### src/rtl/bp_fe_fetch_ctrl.sv
// rtl/bp_fe_fetch_ctrl.sv - frontend fetch sequencing: next-PC source arbitration and I$/ITLB miss recovery FSM.
// Optional miss-wait watchdog enabled by defining BP_FE_FETCH_CTRL_TIMEOUT_EN.
module bp_fe_fetch_ctrl #(
  parameter int                       vaddr_width_p    = 39,
  parameter logic [vaddr_width_p-1:0] boot_pc_p        = 39'h0080000000,
  parameter int                       timeout_cycles_p = 1024
) (
  input  logic                     clk_i,
  input  logic                     reset_i,
  input  logic                     fe_cmd_v_i,
  input  logic [vaddr_width_p-1:0] fe_cmd_pc_i,
  output logic                     fe_cmd_ready_o,
  input  logic                     icache_ready_i,
  input  logic                     icache_miss_i,
  input  logic                     tlb_miss_i,
  input  logic                     fe_queue_ready_i,
  input  logic [vaddr_width_p-1:0] pc_f1_i,
  input  logic [vaddr_width_p-1:0] pc_f2_i,
  output logic [1:0]               pc_sel_o,
  output logic [vaddr_width_p-1:0] pc_o,
  output logic                     advance_o,
  output logic                     squash_o,
  output logic [2:0]               state_o,
  output logic                     timeout_o
);

  typedef enum logic [2:0] {
    BOOT   = 3'd0,
    RUN    = 3'd1,
    IMISS  = 3'd2,
    TMISS  = 3'd3,
    REPLAY = 3'd4
  } state_e;

  state_e                   state_q, state_d;
  logic [vaddr_width_p-1:0] replay_pc_q, replay_pc_d;
  logic                     stall, accept, timeout_fire;

  assign stall          = ~fe_queue_ready_i | ~icache_ready_i;
  assign fe_cmd_ready_o = (state_q != BOOT) & icache_ready_i & ~icache_miss_i & ~tlb_miss_i;
  assign accept         = fe_cmd_v_i & fe_cmd_ready_o;
  assign state_o        = state_q;

`ifdef BP_FE_FETCH_CTRL_TIMEOUT_EN
  localparam int cnt_width_lp = $clog2(timeout_cycles_p + 1);
  localparam logic [cnt_width_lp-1:0] cnt_limit_lp = cnt_width_lp'(timeout_cycles_p);

  logic [cnt_width_lp-1:0] cnt_q, cnt_d;
  logic                    in_miss;

  assign in_miss      = (state_q == IMISS) | (state_q == TMISS);
  assign timeout_fire = in_miss & ((cnt_q + cnt_width_lp'(1)) == cnt_limit_lp);
  assign timeout_o    = timeout_fire;

  always_comb begin
    cnt_d = '0;
    if (in_miss) begin
      cnt_d = (cnt_q == cnt_limit_lp) ? cnt_q : cnt_q + cnt_width_lp'(1);
    end
  end

  always_ff @(posedge clk_i) begin
    if (reset_i) begin
      cnt_q <= '0;
    end else begin
      cnt_q <= cnt_d;
    end
  end
`else
  assign timeout_fire = 1'b0;
  assign timeout_o    = 1'b0;
`endif

  always_comb begin
    state_d     = state_q;
    replay_pc_d = replay_pc_q;
    pc_sel_o    = 2'd0;
    pc_o        = '0;
    advance_o   = 1'b0;
    squash_o    = 1'b0;

    if (state_q == BOOT) begin
      pc_sel_o  = 2'd3;
      pc_o      = boot_pc_p;
      advance_o = icache_ready_i;
      squash_o  = 1'b1;
      if (icache_ready_i) state_d = RUN;
    end else if (accept) begin
      // Redirect wins over everything and drops any pending replay.
      pc_sel_o  = 2'd1;
      pc_o      = fe_cmd_pc_i;
      advance_o = 1'b1;
      squash_o  = 1'b1;
      state_d   = RUN;
    end else begin
      unique case (state_q)
        RUN, REPLAY: begin
          if (tlb_miss_i) begin
            replay_pc_d = pc_f1_i;
            squash_o    = 1'b1;
            state_d     = TMISS;
          end else if (icache_miss_i) begin
            replay_pc_d = pc_f2_i;
            squash_o    = 1'b1;
            state_d     = IMISS;
          end else if (state_q == RUN) begin
            advance_o = ~stall;
          end else begin
            pc_sel_o  = 2'd2;
            pc_o      = replay_pc_q;
            advance_o = icache_ready_i & fe_queue_ready_i;
            if (advance_o) state_d = RUN;
          end
        end
        // f1 was already squashed on entry, so a TLB miss here is not tracked.
        IMISS: if (!icache_miss_i) state_d = REPLAY;
        TMISS: if (!tlb_miss_i) state_d = REPLAY;
        default: state_d = BOOT;
      endcase
      if (timeout_fire) state_d = REPLAY;
    end
  end

  always_ff @(posedge clk_i) begin
    if (reset_i) begin
      state_q     <= BOOT;
      replay_pc_q <= '0;
    end else begin
      state_q     <= state_d;
      replay_pc_q <= replay_pc_d;
    end
  end

endmodule

### config.mk
export PLATFORM = sky130hd
export DESIGN_NAME = bp_fe_fetch_ctrl
export DESIGN_NICKNAME = d
export VERILOG_FILES = /design/src/rtl/bp_fe_fetch_ctrl.sv
export SDC_FILE = /design/constraint.sdc
export NUM_CORES = 1
export LEC_CHECK = 0
export CORE_ASPECT_RATIO = 2
export CORE_MARGIN = 3
export CORE_UTILIZATION = 38
export DETAILED_ROUTE_END_ITERATION = 10
export PLACE_DENSITY = 0.85
export SYNTH_ARGS = -nofsm -noshare
export SYNTH_HDL_FRONTEND = slang
export SYNTH_SLANG_ARGS = --single-unit
### constraint.sdc
create_clock -name clk_i -period 2.93 [get_ports clk_i]
set_input_delay 0.586 -clock clk_i [delete_from_list [all_inputs] [get_ports clk_i]]
set_output_delay 0.586 -clock clk_i [all_outputs]
set_load 0.02 [all_outputs]
==> reports/metrics.yaml, run 1 <==
critical_path:
  cp-end-kind: "output pin"
  cp_max_fo: 17
  critPathRequiredTime_ps: 2340
  critPathKind: "input pin to output pin"
  r2r-end: "replay_pc_q[35]"
  cp.arrival_ps: 2260
  rrSetupSlack_ps: 920
  rr_worst_depth: 5
  startpoint_type: "input pin"
  r2r_start: "state_o[2]"
floorplan:
  core_area_um2: 6160
  die_area_um2: 7540
  die_w_um: 62.9
  initial_core_util_pct: 40.0
  fp.dieH_um: 120
  std_cell_rows: 40
  io_pins: 172
cells_and_area:
  drive_above_1_share_pct: 17.5
  fin_nets: 562
  syn_to_final_growth_pct: 73.5
  diodes: 0
outcome:
  outcome: "finished, final reports clean"
global_routing:
  grt-busiest-layer: "met2"
  grt_antenna_before_repair: 0
  met2_usage_pct: 44.1
  grt_pass1_vias: 2841
  grt.met1_usage_pct: 23.4
  met3_usage_pct: 3.28
  grt_max_degree: 79
  grtUsageTotal_pct: 22.9
  grt_overflow: 0
  grt_pass1_wl_um: 13800
clock_tree:
  cts_buffers: 5
  cts_tree: "yes"
  clkSlewWorstSetupHoldPaths_ps: 60
  cts-hold-fix-buffers: 0
  clockBufferDepth: 2
  h-tree-depth: 2
  clk_latency_ps: 280
  clockRootBuffer: "clkbuf_16"
  cts_sinks: 42
sta:
  finalCritPeriodShare_pct: 97.0
  skew_ps: 4.18
  finalSetupViolCount: 0
  setup_slack_ps: 86.5
  slew_headroom_pct: 45.7
  max_freq_mhz: 352
  setup_tns_ps: 0
  hold_viol_final: 0
  period_needed_ps: 2840
  final_max_slew_viol_count: 0
  tightest_slew_ps: 815
  rsz0062_at_grt: "no"
placement:
  portBuffers: 170
  place_congestion: 0.805
  dp_hpwl_um: 6670
  dp_slack_ps: -291
logic_synthesis:
  yosysSeqAreaShare_pct: 34.1
  postSynthCellCount: 274
  synth-edff-count: 0
  synthArstFlopShare_pct: 0
  synth_ff_type: "dfxtp_1"
  netlist_top_cells_area: "dfxtp_1 (34%), mux2i_1 (16%), a22o_1 (14%)"
  synth_nets: 398
  yosys_warnings: 0
  yosys.area.top_type: "dfxtp_1"
  avgSynthCellArea_um2: 8.99
  synth_top_area_share_pct: 34.1
  netlist_area_um2: 2460
  synthTopCellsByCount: "nor2_1 (43), dfxtp_1 (42), a211oi_1 (39), mux2i_1 (39), a22o_1 (38)"
  yosys.cell_types.count: 36
  yosysMostFrequentCell: "nor2_1"
  ys_seq_elements: 42
route:
  drc_errors: 0
  vias: 2790
  postRouteAntennaNets: 0
  drt_iter0_markers: 113
  first_pass_iters: 4
  vias_per_cell: 5.33
  drt-total-wl_um: 9010
  routedWlPerCell_um: 17.2
min_path:
  whs_endpoint: "replay_pc_q[38]"
  worstHoldStart: "replay_pc_q[38]"
  hold-path-cell-count: 2
  hp-class: "flop to flop"
power_and_ir_drop:
  irDropWorstVdd_mv: 0.495
  total_leakage_power_nw: 1.77
  power.density_nw_per_um2: 663
flow_run:
  drv_cap: 0
==> final cells by class <==
cell class,count,area [µm²]
inverter,1,3.75
sequential,42,841
clock buffer,7,143
tap,84,105
timing repair buffer,188,1690
clock inverter,1,5.00
multi-input combinational,200,1490
fill,502,1880
==> cells by family after synthesis <==
kind of cell	count (synthesis)	synth area share [%]
flops	42	34.1
simple gates	67	12.6
buf+inv	32	6.45
mux	39	15.9
fa+ha+maj	2	0.864
xor+xnor	1	0.356
other cells	1	0.152
compound gates	90	29.6
==> worst max-delay path: stages <==
cell and delay, ps:
clkdlybuf4s50_1 450, buf_4 160, nor2_4 140, nand3_2 130, nor2_4 170, buf_4 140, clkbuf_16 170, a22o_1 150
clkbuf_2 170
==> cell usage in the layout (no fill, tap or decap), types with 2 or more instances in the layout <==
| cell type | netlist | layout |
|---|---|---|
| a21oi_1 | 2 | 2 |
| dlygate4sd2_1 | 0 | 3 |
| mux2i_1 | 39 | 39 |
| buf_12 | 0 | 2 |
| buf_2 | 16 | 2 |
| nand2b_1 | 2 | 2 |
| nor2b_1 | 5 | 5 |
| buf_4 | 5 | 14 |
| o22a_1 | 2 | 2 |
| nor2_1 | 43 | 42 |
| nand2_1 | 5 | 5 |
| dfxtp_1 | 42 | 42 |
| clkbuf_2 | 0 | 37 |
| clkdlybuf4s15_2 | 0 | 3 |
| and3_1 | 2 | 2 |
| o21ai_0 | 2 | 2 |
| or2_2 | 2 | 2 |
| nor2_4 | 1 | 2 |
| a22o_1 | 38 | 38 |
| clkdlybuf4s50_1 | 0 | 125 |
| clkbuf_16 | 0 | 6 |
| a211oi_1 | 39 | 39 |
==> report_power, final <==
part | total [W] | internal, W | switching, W
clock network | 0.000546 | 0.000338 | 0.000209
registers | 0.00102 | 0.000835 | 0.000186
logic | 0.00127 | 0.000609 | 0.000656
total | 0.00283 | 0.00178 | 0.00105
==> what timing repair did <==
action                                  4_1_cts  5_1_grt
gates cloned                                  0        1
gates resized for setup                      77       50
pin swaps                                     0        2
endpoints found under the setup margin       43       41
setup buffers                                 0        1
==> state kept, by name, summed over array words and instances (netlist names) <==
register	count
replay_pc_q	39
state_o	3
==> how the worst max path moves through the flow <==
stage,start,endpoint,depth (start not counted)
detailed placement,icache_miss_i,pc_o[2],6
floorplan,tlb_miss_i,advance_o,5
global placement,icache_miss_i,pc_o[21],6
CTS,icache_miss_i,pc_o[38],8
finish,icache_miss_i,pc_o[23],9
global route,icache_miss_i,pc_o[23],9
==> through the flow <==
stage                     cells  power (W)  area (µm²)  utilization [%]  hold WS [ps]
final                       523    0.00283        4270             69.4           496
after global routing        523    0.00303        4270             69.4           522
after CTS                   521    0.00286        4400             71.5           501
after detailed placement    513    0.00235        4260             69.2           493
after global placement      513    0.00230        4260             69.2           488
after floorplan             274    0.00181        2460                -           478
==> layer usage <==
metal	vias up	share of wire, %
met5	-	0
met4	0	4.0
met3	28	4.5
met2	123	55
met1	1281	36
li1	1358	-
Power figures use the tool's default switching activity.
==> run 2, diff against run 1 <==
==> constraint.sdc (replaced) <==
create_clock -name clk_i -period 2.93 [get_ports clk_i]
set_input_delay 0.586 -clock clk_i [delete_from_list [all_inputs] [get_ports clk_i]]
set_output_delay 0.586 -clock clk_i [all_outputs]
set_load 0.005 [all_outputs]
==> reports/metrics.yaml, run 2 (synthesis gave the netlist of run 1 again) <==
route:
  drt_iter0_markers: 161
  vias: 2781
  vias_per_cell: 5.32
  postRouteAntennaNets: 0
  drc_errors: 0
  drt-total-wl_um: 8990
  routedWlPerCell_um: 17.2
  first_pass_iters: 4
global_routing:
  grt_antenna_before_repair: 0
  grt_overflow: 0
  grt_pass1_wl_um: 13800
  grt_max_degree: 79
  grtUsageTotal_pct: 23.0
  grt_pass1_vias: 2755
min_path:
  worstHoldStart: "replay_pc_q[28]"
  whs_endpoint: "replay_pc_q[28]"
  hold-path-cell-count: 2
  hp-class: "flop to flop"
clock_tree:
  clkSlewWorstSetupHoldPaths_ps: 60
  clockRootBuffer: "clkbuf_16"
  cts-hold-fix-buffers: 0
  clk_latency_ps: 280
  cts_buffers: 5
  cts_tree: "yes"
  cts_sinks: 42
  clockBufferDepth: 2
  h-tree-depth: 2
placement:
  portBuffers: 170
  dp_hpwl_um: 6620
  place_congestion: 0.881
  dpl_cell_area_um2: 4250
sta:
  whs_ps: 497
  period_needed_ps: 2920
  final_max_slew_viol_count: 0
  tightest_slew_ps: 820
  slew_headroom_pct: 45.4
  finalCritPeriodShare_pct: 99.8
  finalSetupViolCount: 0
  max_freq_mhz: 342
  hold_viol_final: 0
  skew_ps: 3.36
critical_path:
  max_stage_delay_ps: 530
  r2r_start: "state_o[2]"
  startpoint_type: "input pin"
  cp.arrival_ps: 2340
  rr_worst_depth: 5
  critPathKind: "input pin to output pin"
  crit_path_top_delay_cell: "clkdlybuf4s50_1"
  cp_cell_sequence: "dlygate4sd2_1 -> nor4_1 -> and3_2 -> buf_6 -> a22o_1 -> clkdlybuf4s50_1"
  rrSetupSlack_ps: 800
  critPathRequiredTime_ps: 2340
  cp-end-kind: "output pin"
  cp_max_fo: 16
  r2r-end: "replay_pc_q[37]"
cells_and_area:
  diodes: 0
  drive_above_1_share_pct: 9.11
  top_register: "replay_pc_q"
  layout_commonest_cell: "clkdlybuf4s50_1"
  syn_to_final_growth_pct: 83.3
  mostFrequentLayoutCells: "clkdlybuf4s50_1 (162), nor2_1 (42), dfxtp_1 (40)"
  fin_nets: 562
  design_area_um2: 4510
  fill_cells: 497
  largest_reg_flops: 39
floorplan:
  io_pins: 172
  fp.dieH_um: 120
  die_area_um2: 7540
  die_w_um: 62.9
  initial_core_util_pct: 40.0
  std_cell_rows: 40
  core_area_um2: 6160
power_and_ir_drop:
  total_leakage_power_nw: 1.78
  irDropWorstVdd_mv: 0.483
  power.total_w: 0.00285
  power.density_nw_per_um2: 630
outcome:
  outcome: "finished, final reports clean"
flow_run:
  drv_cap: 0
-- run 2: metal layers --
metal	GRT usage [%]	wire length, µm	vias up
met5	0	0	-
met4	8.16	231	0
met3	4.12	420	18
met2	45.2	5200	111
met1	23.2	3140	1292
li1	-	-	1360
-- run 2: stage by stage --
step	util [%]	instances	TNS [ps]	worst slack, ps
finish	73.3	523	0	5.47
global route	73.3	523	-50.8	-12.5
CTS	73.0	521	0	16.4
detailed placement	69.0	509	-5560	-171
global placement	69.0	509	-4750	-175
floorplan	-	274	0	705
-- run 2: worst max-delay path by stage --
stage | startpoint | endpoint | slack (ps) | depth (start not counted)
after CTS | fe_cmd_v_i | pc_o[7] | 20 | 7
after global routing | icache_miss_i | pc_o[21] | -10 | 6
after floorplan | tlb_miss_i | pc_o[30] | 700 | 7
after global placement | icache_miss_i | pc_o[32] | -180 | 6
after detailed placement | icache_miss_i | pc_o[21] | -170 | 6
final | icache_miss_i | pc_o[21] | 5 | 6
-- run 2: cell type report --
class	instances	area (µm²)	share of cell area, %
repair buffers	188	1910	42.3
multi-input cells	200	1490	33.0
flip-flops and latches	42	843	18.7
clock buffers	5	125	2.77
well taps	84	105	2.33
clock inverters	3	40.0	0.887
inverters	1	3.75	0.0831
-- run 2: timing repair --
| action | in CTS | in global routing |
|---|---|---|
| cloned | 1 | 0 |
| resized for setup | 11 | 4 |
| endpoints found under the setup margin | 42 | 38 |
| pin swaps | 0 | 2 |
| buffers inserted | 3 | 2 |
-- run 2: power by group --
group	internal (W)	switching [W]
Clock	0.000398	0.000213
Combinational	0.000650	0.000540
Sequential	0.000838	0.000206
Total	0.00189	0.000959
-- run 2: worst max-delay path, delay by kind of cell --
family,cells,cell delay [ps]
AND/OR/NAND/NOR,2,610
buffers and inverters,3,970
AO/OA/AOI/OAI,1,160
